--- src/rtl/counter_pkg.sv ---
// Shared counter definitions used by the up and down counters and their benches.
package counter_pkg;

  typedef enum logic {
    RUN  = 1'b0,
    DONE = 1'b1
  } cnt_state_t;

  localparam int DEFAULT_CNT_WIDTH = 4;

endpackage

--- src/rtl/up_counter.sv ---
// Up counter toward a programmable terminal value, with free-running wrap or
// one-shot stop, a combinational overflow strobe and a sticky overflow flag.
module up_counter
  import counter_pkg::*;
#(
  parameter int WIDTH = DEFAULT_CNT_WIDTH
) (
  input  logic             clk,
  input  logic             rst_n,
  input  logic             en,
  input  logic             clr,
  input  logic             load,
  input  logic [WIDTH-1:0] load_val,
  input  logic [WIDTH-1:0] limit,
  input  logic             one_shot,
  input  logic             ovf_clr,
  output logic [WIDTH-1:0] count,
  output logic             overflow,
  output logic             ovf_sticky,
  output logic             done
);

  // state | meaning
  // RUN   | counting (or holding while en=0)
  // DONE  | one-shot terminal reached; en ignored until clr/load

  cnt_state_t       state_q, state_d;
  logic [WIDTH-1:0] count_q, count_d;
  logic             sticky_q, sticky_d;
  logic             at_limit;

  assign at_limit = (count_q == limit);

  // rst_n gating keeps the strobe low while reset is held, even with limit=0.
  assign overflow = at_limit & en & (state_q == RUN) & ~clr & ~load & rst_n;

  always_ff @(posedge clk or negedge rst_n) begin
    if (!rst_n) begin
      state_q  <= RUN;
      count_q  <= '0;
      sticky_q <= 1'b0;
    end else begin
      state_q  <= state_d;
      count_q  <= count_d;
      sticky_q <= sticky_d;
    end
  end

  always_comb begin
    state_d = state_q;
    count_d = count_q;
    if (clr) begin
      state_d = RUN;
      count_d = '0;
    end else if (load) begin
      state_d = RUN;
      count_d = load_val;
    end else if (state_q == RUN && en) begin
      if (!at_limit) begin
        count_d = count_q + WIDTH'(1);
      end else if (one_shot) begin
        state_d = DONE;
      end else begin
        count_d = '0;
      end
    end
  end

  assign sticky_d = overflow | (sticky_q & ~ovf_clr);

  assign count      = count_q;
  assign ovf_sticky = sticky_q;
  assign done       = (state_q == DONE);

endmodule

--- config.mk ---
export PLATFORM = sky130hd
export DESIGN_NAME = up_counter
export DESIGN_NICKNAME = d
export VERILOG_FILES = /design/src/rtl/counter_pkg.sv /design/src/rtl/up_counter.sv
export SDC_FILE = /design/constraint.sdc
export NUM_CORES = 1
export LEC_CHECK = 0
export CORE_AREA = 3 3 40 42
export CTS_CLUSTER_DIAMETER = 150
export CTS_CLUSTER_SIZE = 24
export DETAILED_ROUTE_END_ITERATION = 6
export DIE_AREA = 0 0 43 45
export GPL_TIMING_DRIVEN = 1
export PLACE_DENSITY = 0.7
export REMOVE_ABC_BUFFERS = 1
export SYNTH_ARGS = -nofsm -noshare
export SYNTH_HDL_FRONTEND = slang
export SYNTH_SLANG_ARGS = --single-unit
export TNS_END_PERCENT = 5
--- constraint.sdc ---
create_clock -name clk -period 3 [get_ports clk]
set_clock_uncertainty 0.2 [all_clocks]
set_input_delay 0.45 -clock clk [delete_from_list [all_inputs] [get_ports clk]]
set_output_delay 0.45 -clock clk [all_outputs]
set_load 0.1 [all_outputs]
After elaboration in Yosys (flattened, before gate mapping)
Cells that the tools add are included.
{"block": "word_totals", "reg_bits": 6, "output_inout_bits": 7, "word_cells": 33}
{"block": "classes", "addsub": 1, "eq_ne": 2, "muxes": 10, "bitwise_logic": 11, "n_reduce_logical": 6}
{"cell": "2-to-1 mux 4 bit", "n": 5}
{"cell": "nonzero test 3 bit", "n": 3}
{"cell": "AND 1 bit", "n": 6}
{"cell": "2-to-1 mux 1 bit", "n": 5}
{"cell": "adder 4 x 1 -> 4 bit, second input constant", "n": 1}
{"cell": "== test 4 bit", "n": 1}
{"cell": "inequality test 4 bit, second input constant", "n": 1}
{"cell": "inverter 1 bit", "n": 4}
{"cell": "AND reduction 3 bit", "n": 1}
{"cell": "AND reduction 2 bit", "n": 1}
{"cell": "logical AND 1 bit", "n": 1}
{"cell": "OR 1 bit", "n": 1}

Logic depth before layout (Yosys ltp)
Gate-level depths: netlist (run 1).
{"block": "depth", "ltp_word": 7, "mapped_depth": 5, "ltp_nobuf": 4}

Worst setup path after synthesis (run 1)
OpenSTA, ideal clock, no wires.
{"block": "synth_timing", "path_type": "reg2out", "from": "register count_q[0] (netlist: count[0])", "to": "output port overflow", "arrival_time_ps": 3084, "slack_ps": -734, "stages_incl_launch_ff": 5, "path_buffers": 1, "path_cell_list": "dfrtp_1 -> xor2_1 -> or4_1 -> buf_2 -> nor2_1"}
{"block": "synth_via", "elab_chain_len": 6}
{"element": "start: declaration", "line": "up_counter.sv:28", "source": "logic [WIDTH-1:0] count_q, count_d;"}
{"element": "start signal: assignment", "line": "up_counter.sv:44", "source": "count_q <= count_d;"}
{"element": "== test 4 bit", "line": "up_counter.sv:32", "source": "assign at_limit = (count_q == limit);"}
{"element": "AND 1 bit (5 in series)", "line": "up_counter.sv:35", "source": "assign overflow = at_limit & en & (state_q == RUN) & ~clr & ~load & rst_n;"}
{"element": "end: declaration", "line": "up_counter.sv:18", "source": "output logic overflow,"}
Every way passes these cells.

Worst setup path in the final report (run 1)
{"block": "layout_timing", "from": "input port limit[1]", "to": "output port overflow"}
{"block": "layout_via", "elab_chain_len": 6}
{"element": "start: declaration", "line": "up_counter.sv:14", "source": "input logic [WIDTH-1:0] limit,"}
{"element": "== test 4 bit", "line": "up_counter.sv:32"}
{"element": "AND 1 bit (5 in series)", "line": "up_counter.sv:35"}
Every way passes these cells.

==> impl_metrics.csv, run 1 <==
group,metric,value,unit
grt,grt_max_degree,10,
die,die_h,45,microns
synth,muxShareOfSynthArea,3.61,%
clock_network,cts-root-buf,"clkbuf_4",
synth,synthTopCellsByArea,"dfrtp_1 (36%), xor2_1 (8.4%), nor2_1 (6.3%)",
clock_network,cts_max_level,1,
die,initial_core_util,32.3,%
setup_path,ff2ff_setup_slack,0.80,ns
die,row_count,13,
setup_path,end_kind,"primary output",
setup_path,path_delay_family,"simple AND/OR/NAND/NOR gates",
status,status,"complete, no violations",
sta,tightest_slew,0.377,ns
clock_network,numCtsBuffers,3,
sta,post-route-period-util,90.3,%
setup_path,worstReg2RegEnd,"count[1]",
setup_path,slowest_stage,"or4_1",
routing,vias,473,
clock_network,postCtsSetupRepairBufs,0,
placement,io_buffers,21,
grt,grtUsageTotal,14.0,%
cells_and_area,drive_gt1_share,19.4,%
setup_path,r2r-start,"count[0]",
grt,overflow,0,
routing,drt_pre_antenna_iters,4,
setup_path,max_stage_delay,0.58,ns
cells_and_area,area_growth,62.7,%
power,total_power,0.273,mW
setup_path,path_depth,5,
power,power_density,405,mW/mm^2
synth,synth_xor_xnor_area_share,8.43,%
power,power.internal,0.171,mW
synth,synth_common_cells,"nor2_1 (7), dfrtp_1 (6), xor2_1 (4)",
power,combinationalPowerShare,37.6,%
sta,slew_violations,0,
setup_path,path_max_fanout,2,
sta,hold_viol,0,
clock_network,clkLatencyLatePin,0.25,ns
setup_path,critPathCapture,"overflow",
synth,post-synth-top-count-cell,"nor2_1",
synth,synth_top_family_by_area,"compound AO/OA/AOI/OAI gates",
die,fp.dieW,43,microns
sta,grt_setup_unrepaired,"false",
hold_path,hold_class,"in2async",
clock_network,cts_resized,0,
sta,finalCriticalPeriod,2.71,ns
synth,ys_seq_area_share,36.1,%
synth,ys_ff_latch,6,
synth,synth-edff-count,0,
routing,ant_nets,0,
grt,antenna_found_initial,0,
power,max-vdd-ir-drop,0.223,mV
clock_network,clkTransAtPathRegs,0.05,ns
synth,synth-simple-area-share,18.4,%
setup_path,cp_cell_sequence,"clkdlybuf4s50_1 -> xor2_1 -> or4_1 -> nor2_1 -> buf_12",
placement,dp_hpwl,908,microns
clock_network,cts.sinks,6,
routing,drt_wl_total,1210,microns
routing,wl_per_cell,13.9,microns
synth,syn_area,415,sq um
grt,grt_first_pass_wirelength,1970,microns
clock_network,postCtsHoldBufs,0,
placement,gp_congestion,0.874,
routing,drc_errors,0,
setup_path,critPathRequiredTime,2.35,ns
synth,synth_area_leader_cell,"dfrtp_1",
synth,synth_top_area_share,36.1,%
flow_run,max_cap_viol_count,0,
synth,synthDistinctLibCells,24,
cells_and_area,diodes,0,
power,p_seq_share,34.0,%
sta,timing.fmax,369,MHz
setup_path,reg2regPathDepth,5,
setup_path,startpoint_type,"input port",
routing,viasPerCell,5.44,
cells_and_area,fin_area,676,sq um
grt,grt_pass1_vias,478,
power,p_leak,0.296,nW
sta,setup_viol,0,
synth,syn_inst,47,
sta,slew_headroom,74.8,%
synth,async_flop_share,100,%
power,p_clk_share,28.4,%
setup_path,cp.arrival,2.06,ns
cells_and_area,stdcell_count,87,
placement,dp_cells,84,
placement,dpl_cell_area,653,sq um
die,core-area,0.00128,sq mm
setup_path,criticalPathCategory,"in2out",
die,ios,22,
cells_and_area,final_nets,90,
synth,syn_avg_cell_area,8.84,sq um
clock_network,cts.path.max_buffers,2,
synth,yosys_warnings,0,
clock_network,tritoncts,"yes",
power,p_sw_share,37.4,%
synth,synth_ff_type,"dfrtp_1",
synth,synth_compound_area_share,25.6,%
die,die-area,0.00194,sq mm
synth,synth_adder_area_share,3.01,%
power,power_switching,0.102,mW
setup_path,startpoint,"limit[1]",
setup_path,worst-path-buf-inv,2,
routing,drt_iter0_drc,28,
-- cell families after synthesis --
logic type               after synthesis
multiplexers                           1
AND/OR/NAND/NOR                       16
XOR/XNOR                               4
adder cells (fa/ha/maj)                1
buffers and inverters                  5
flip-flops                             6
AO/OA/AOI/OAI                         14
-- state kept, by name (all words and copies together), names as in the netlist --
register,flops
done,1
count,4
ovf_sticky,1
-- power by group through the flow --
stage	Sequential (mW)	Combinational (mW)	Clock, mW
floorplan	0.127	0.0271	0
CTS	0.0930	0.103	0.0786
detailed placement	0.0943	0.102	0
global placement	0.0942	0.101	0
finish	0.0930	0.103	0.0775
global route	0.0941	0.109	0.0827
-- placed cells by master, fill, tap and decap left out --
cell / count
clkdlybuf4s50_1: 14
buf_4: 9
nor2_1: 7
dfrtp_1: 6
xor2_1: 4
inv_1: 3
o22ai_1: 3
clkbuf_4: 3
nand3_1: 2
o31ai_1: 2
a32o_1: 2
nor3_1: 2
a31oi_1: 2
or4_1: 1
nor2b_1: 1
nand2b_1: 1
nor4_1: 1
nand2_1: 1
o21ai_1: 1
a32oi_1: 1
a311o_1: 1
mux2_4: 1
a22oi_1: 1
o2bb2ai_1: 1
ha_1: 1
buf_12: 1
-- worst reg2reg max path, cell delays in order, from the launching register on --
cell and delay (ns):
dfrtp_1 0.45, xor2_1 0.18, or4_1 0.57, buf_4 0.19
a32o_1 0.25, mux2_4 0.25
-- final cells by class --
type / count / area [sq um]
fillers: 114 / 609
multi-input cells: 36 / 245
repair buffers: 24 / 228
flip-flops and latches: 6 / 150
clock buffers: 3 / 22.5
well taps: 15 / 18.8
inverters: 3 / 11.3
-- per-layer routing --
metal	vias up	part of all wire (%)	track usage [%]
met3	4	9.7	6.37
met4	0	1.6	7.83
met2	28	46	20.4
met5	-	0	0
met1	210	43	17.1
li1	231	-	-
-- metrics by stage --
step	setup WS (ns)	hold slack [ns]	TNS, ns	util [%]
2_1_floorplan	-0.733	-0.0456	-0.733	-
3_3_place_gp	0.325	0.332	0	50.8
3_5_place_dp	0.320	0.338	0	50.8
4_1_cts	0.308	0.283	0	52.6
5_1_grt	0.257	0.284	0	52.6
6_report	0.290	0.280	0	52.6
-- worst min-delay path by stage --
stage | from | endpoint | cells past startpoint
after floorplan | rst_n | count[0] | 0
after global placement | ovf_sticky | ovf_sticky | 2
after detailed placement | ovf_sticky | ovf_sticky | 2
after CTS | rst_n | count[3] | 2
after global routing | rst_n | count[1] | 2
final | rst_n | count[3] | 2
Power figures use the tool's default switching activity.
==> run 2, diff against run 1 <==
--- a/config.mk
+++ b/config.mk
@@ -13,6 +13,7 @@
 export GPL_TIMING_DRIVEN = 1
 export PLACE_DENSITY = 0.7
 export REMOVE_ABC_BUFFERS = 1
+export SKIP_LAST_GASP = 1
 export SYNTH_ARGS = -nofsm -noshare
 export SYNTH_HDL_FRONTEND = slang
 export SYNTH_SLANG_ARGS = --single-unit
==> results of run 2 <==
Final layout, timing and power as in run 1 (identical DEF).
==> run 3, diff against run 2 <==
--- a/config.mk
+++ b/config.mk
@@ -11,7 +11,7 @@
 export DETAILED_ROUTE_END_ITERATION = 6
 export DIE_AREA = 0 0 43 45
 export GPL_TIMING_DRIVEN = 1
-export PLACE_DENSITY = 0.7
+export PLACE_DENSITY = 0.66
 export REMOVE_ABC_BUFFERS = 1
 export SKIP_LAST_GASP = 1
 export SYNTH_ARGS = -nofsm -noshare
==> impl_metrics.csv, run 3 (synthesis gave the netlist of run 1 again) <==
group,metric,value,unit
routing,drt_wl_total,1220,microns
status,status,"complete, no violations",
placement,dp_hpwl,932,microns
setup_path,criticalPathCategory,"in2out",
setup_path,slowest_stage,"or4_1",
sta,hold_viol,0,
sta,grt_setup_unrepaired,"false",
routing,drt_pre_antenna_iters,4,
clock_network,cts.sinks,6,
power,max-vdd-ir-drop,0.209,mV
sta,fin_setup_tns,0,ns
setup_path,ff2ff_setup_slack,0.82,ns
setup_path,end_kind,"primary output",
power,total_power,0.272,mW
cells_and_area,area_growth,62.7,%
cells_and_area,multi_input_area,245,sq um
setup_path,max_stage_delay,0.58,ns
cells_and_area,area.sequential,150,sq um
power,p_leak,0.296,nW
flow_run,max_cap_viol_count,0,
routing,wl_per_cell,14.0,microns
setup_path,critPathRequiredTime,2.35,ns
die,die_h,45,microns
clock_network,numCtsBuffers,3,
clock_network,cts_max_level,1,
cells_and_area,drive_gt1_share,19.4,%
grt,grtUsageTotal,14.4,%
routing,vias,469,
clock_network,cts.path.max_buffers,2,
clock_network,cts_resized,0,
die,core-area,0.00128,sq mm
clock_network,tritoncts,"yes",
grt,grt_pass1_vias,436,
routing,drc_errors,0,
setup_path,startpoint_type,"input port",
clock_network,postCtsHoldBufs,0,
cells_and_area,final_common_cell,"clkdlybuf4s50_1",
clock_network,clkTransAtPathRegs,0.04,ns
sta,setup_viol,0,
grt,antenna_found_initial,0,
setup_path,worstReg2RegEnd,"count[1]",
cells_and_area,final_nets,90,
die,ios,22,
power,power_density,403,mW/mm^2
sta,slew_headroom,74.0,%
cells_and_area,diodes,0,
grt,overflow,0,
die,initial_core_util,32.3,%
grt,grt_first_pass_wirelength,2000,microns
die,die-area,0.00194,sq mm
hold_path,hold_class,"in2async",
sta,tightest_slew,0.388,ns
setup_path,path_max_fanout,2,
placement,gp_congestion,0.842,
setup_path,cp_cell_sequence,"clkdlybuf4s50_1 -> xor2_1 -> or4_1 -> nor2_1 -> buf_12",
routing,viasPerCell,5.39,
sta,post-route-period-util,89.7,%
sta,timing.fmax,371,MHz
cells_and_area,final_cell_mix,"clkdlybuf4s50_1 (14), buf_4 (9), nor2_1 (7)",
cells_and_area,fin_util,52.6,%
grt,grt_max_degree,10,
routing,drt_iter0_drc,6,
die,fp.dieW,43,microns
setup_path,r2r-start,"count[0]",
clock_network,clkLatencyLatePin,0.25,ns
setup_path,cp.arrival,2.04,ns
clock_network,cts-root-buf,"clkbuf_4",
cells_and_area,fill_cells,124,
clock_network,postCtsSetupRepairBufs,0,
sta,slew_violations,0,
sta,finalCriticalPeriod,2.69,ns
routing,ant_nets,0,
placement,io_buffers,21,
cells_and_area,largest_reg_flops,4,
setup_path,reg2regPathDepth,5,
die,row_count,13,
## run 3: worst max path at each step
stage,cells past startpoint,to,slack (ns),start
5_1_grt,5,overflow,0.24,limit[1]
4_1_cts,5,overflow,0.30,limit[1]
3_3_place_gp,5,overflow,0.32,limit[1]
6_report,5,overflow,0.31,limit[1]
3_5_place_dp,5,overflow,0.31,limit[1]
2_1_floorplan,3,overflow,-0.73,count[0]
## run 3: layout make-up
class / count / share of cell area, %
inverters: 3 / 1.67
flip-flops and latches: 6 / 22.2
repair buffers: 24 / 33.7
well taps: 15 / 2.78
multi-input cells: 36 / 36.3
clock buffers: 3 / 3.33
## run 3: through the flow
stage | std cells | area [sq um] | setup WS, ns | hold slack (ns)
CTS | 87 | 676 | 0.300 | 0.280
detailed placement | 84 | 653 | 0.314 | 0.337
floorplan | 45 | 407 | -0.733 | -0.0456
global route | 87 | 676 | 0.239 | 0.279
global placement | 84 | 653 | 0.320 | 0.332
finish | 87 | 676 | 0.308 | 0.279
## run 3: power breakdown
part	switching [mW]	internal, mW
combinational	0.0628	0.0399
sequential	0.00744	0.0858
clock	0.0310	0.0454
## run 3: critical path, delay by kind of cell
family	cells	cell delay (ns)
simple gates	2	0.80
buf+inv	2	0.61
xor+xnor	1	0.17
## run 3: metal layers
metal	vias to the layer above	global-route usage, %	part of all wire, %
li1	229	-	-
met1	217	19.2	46
met2	21	20.7	45
met3	2	3.59	7.9
met4	0	9.04	1.6
met5	-	0	0
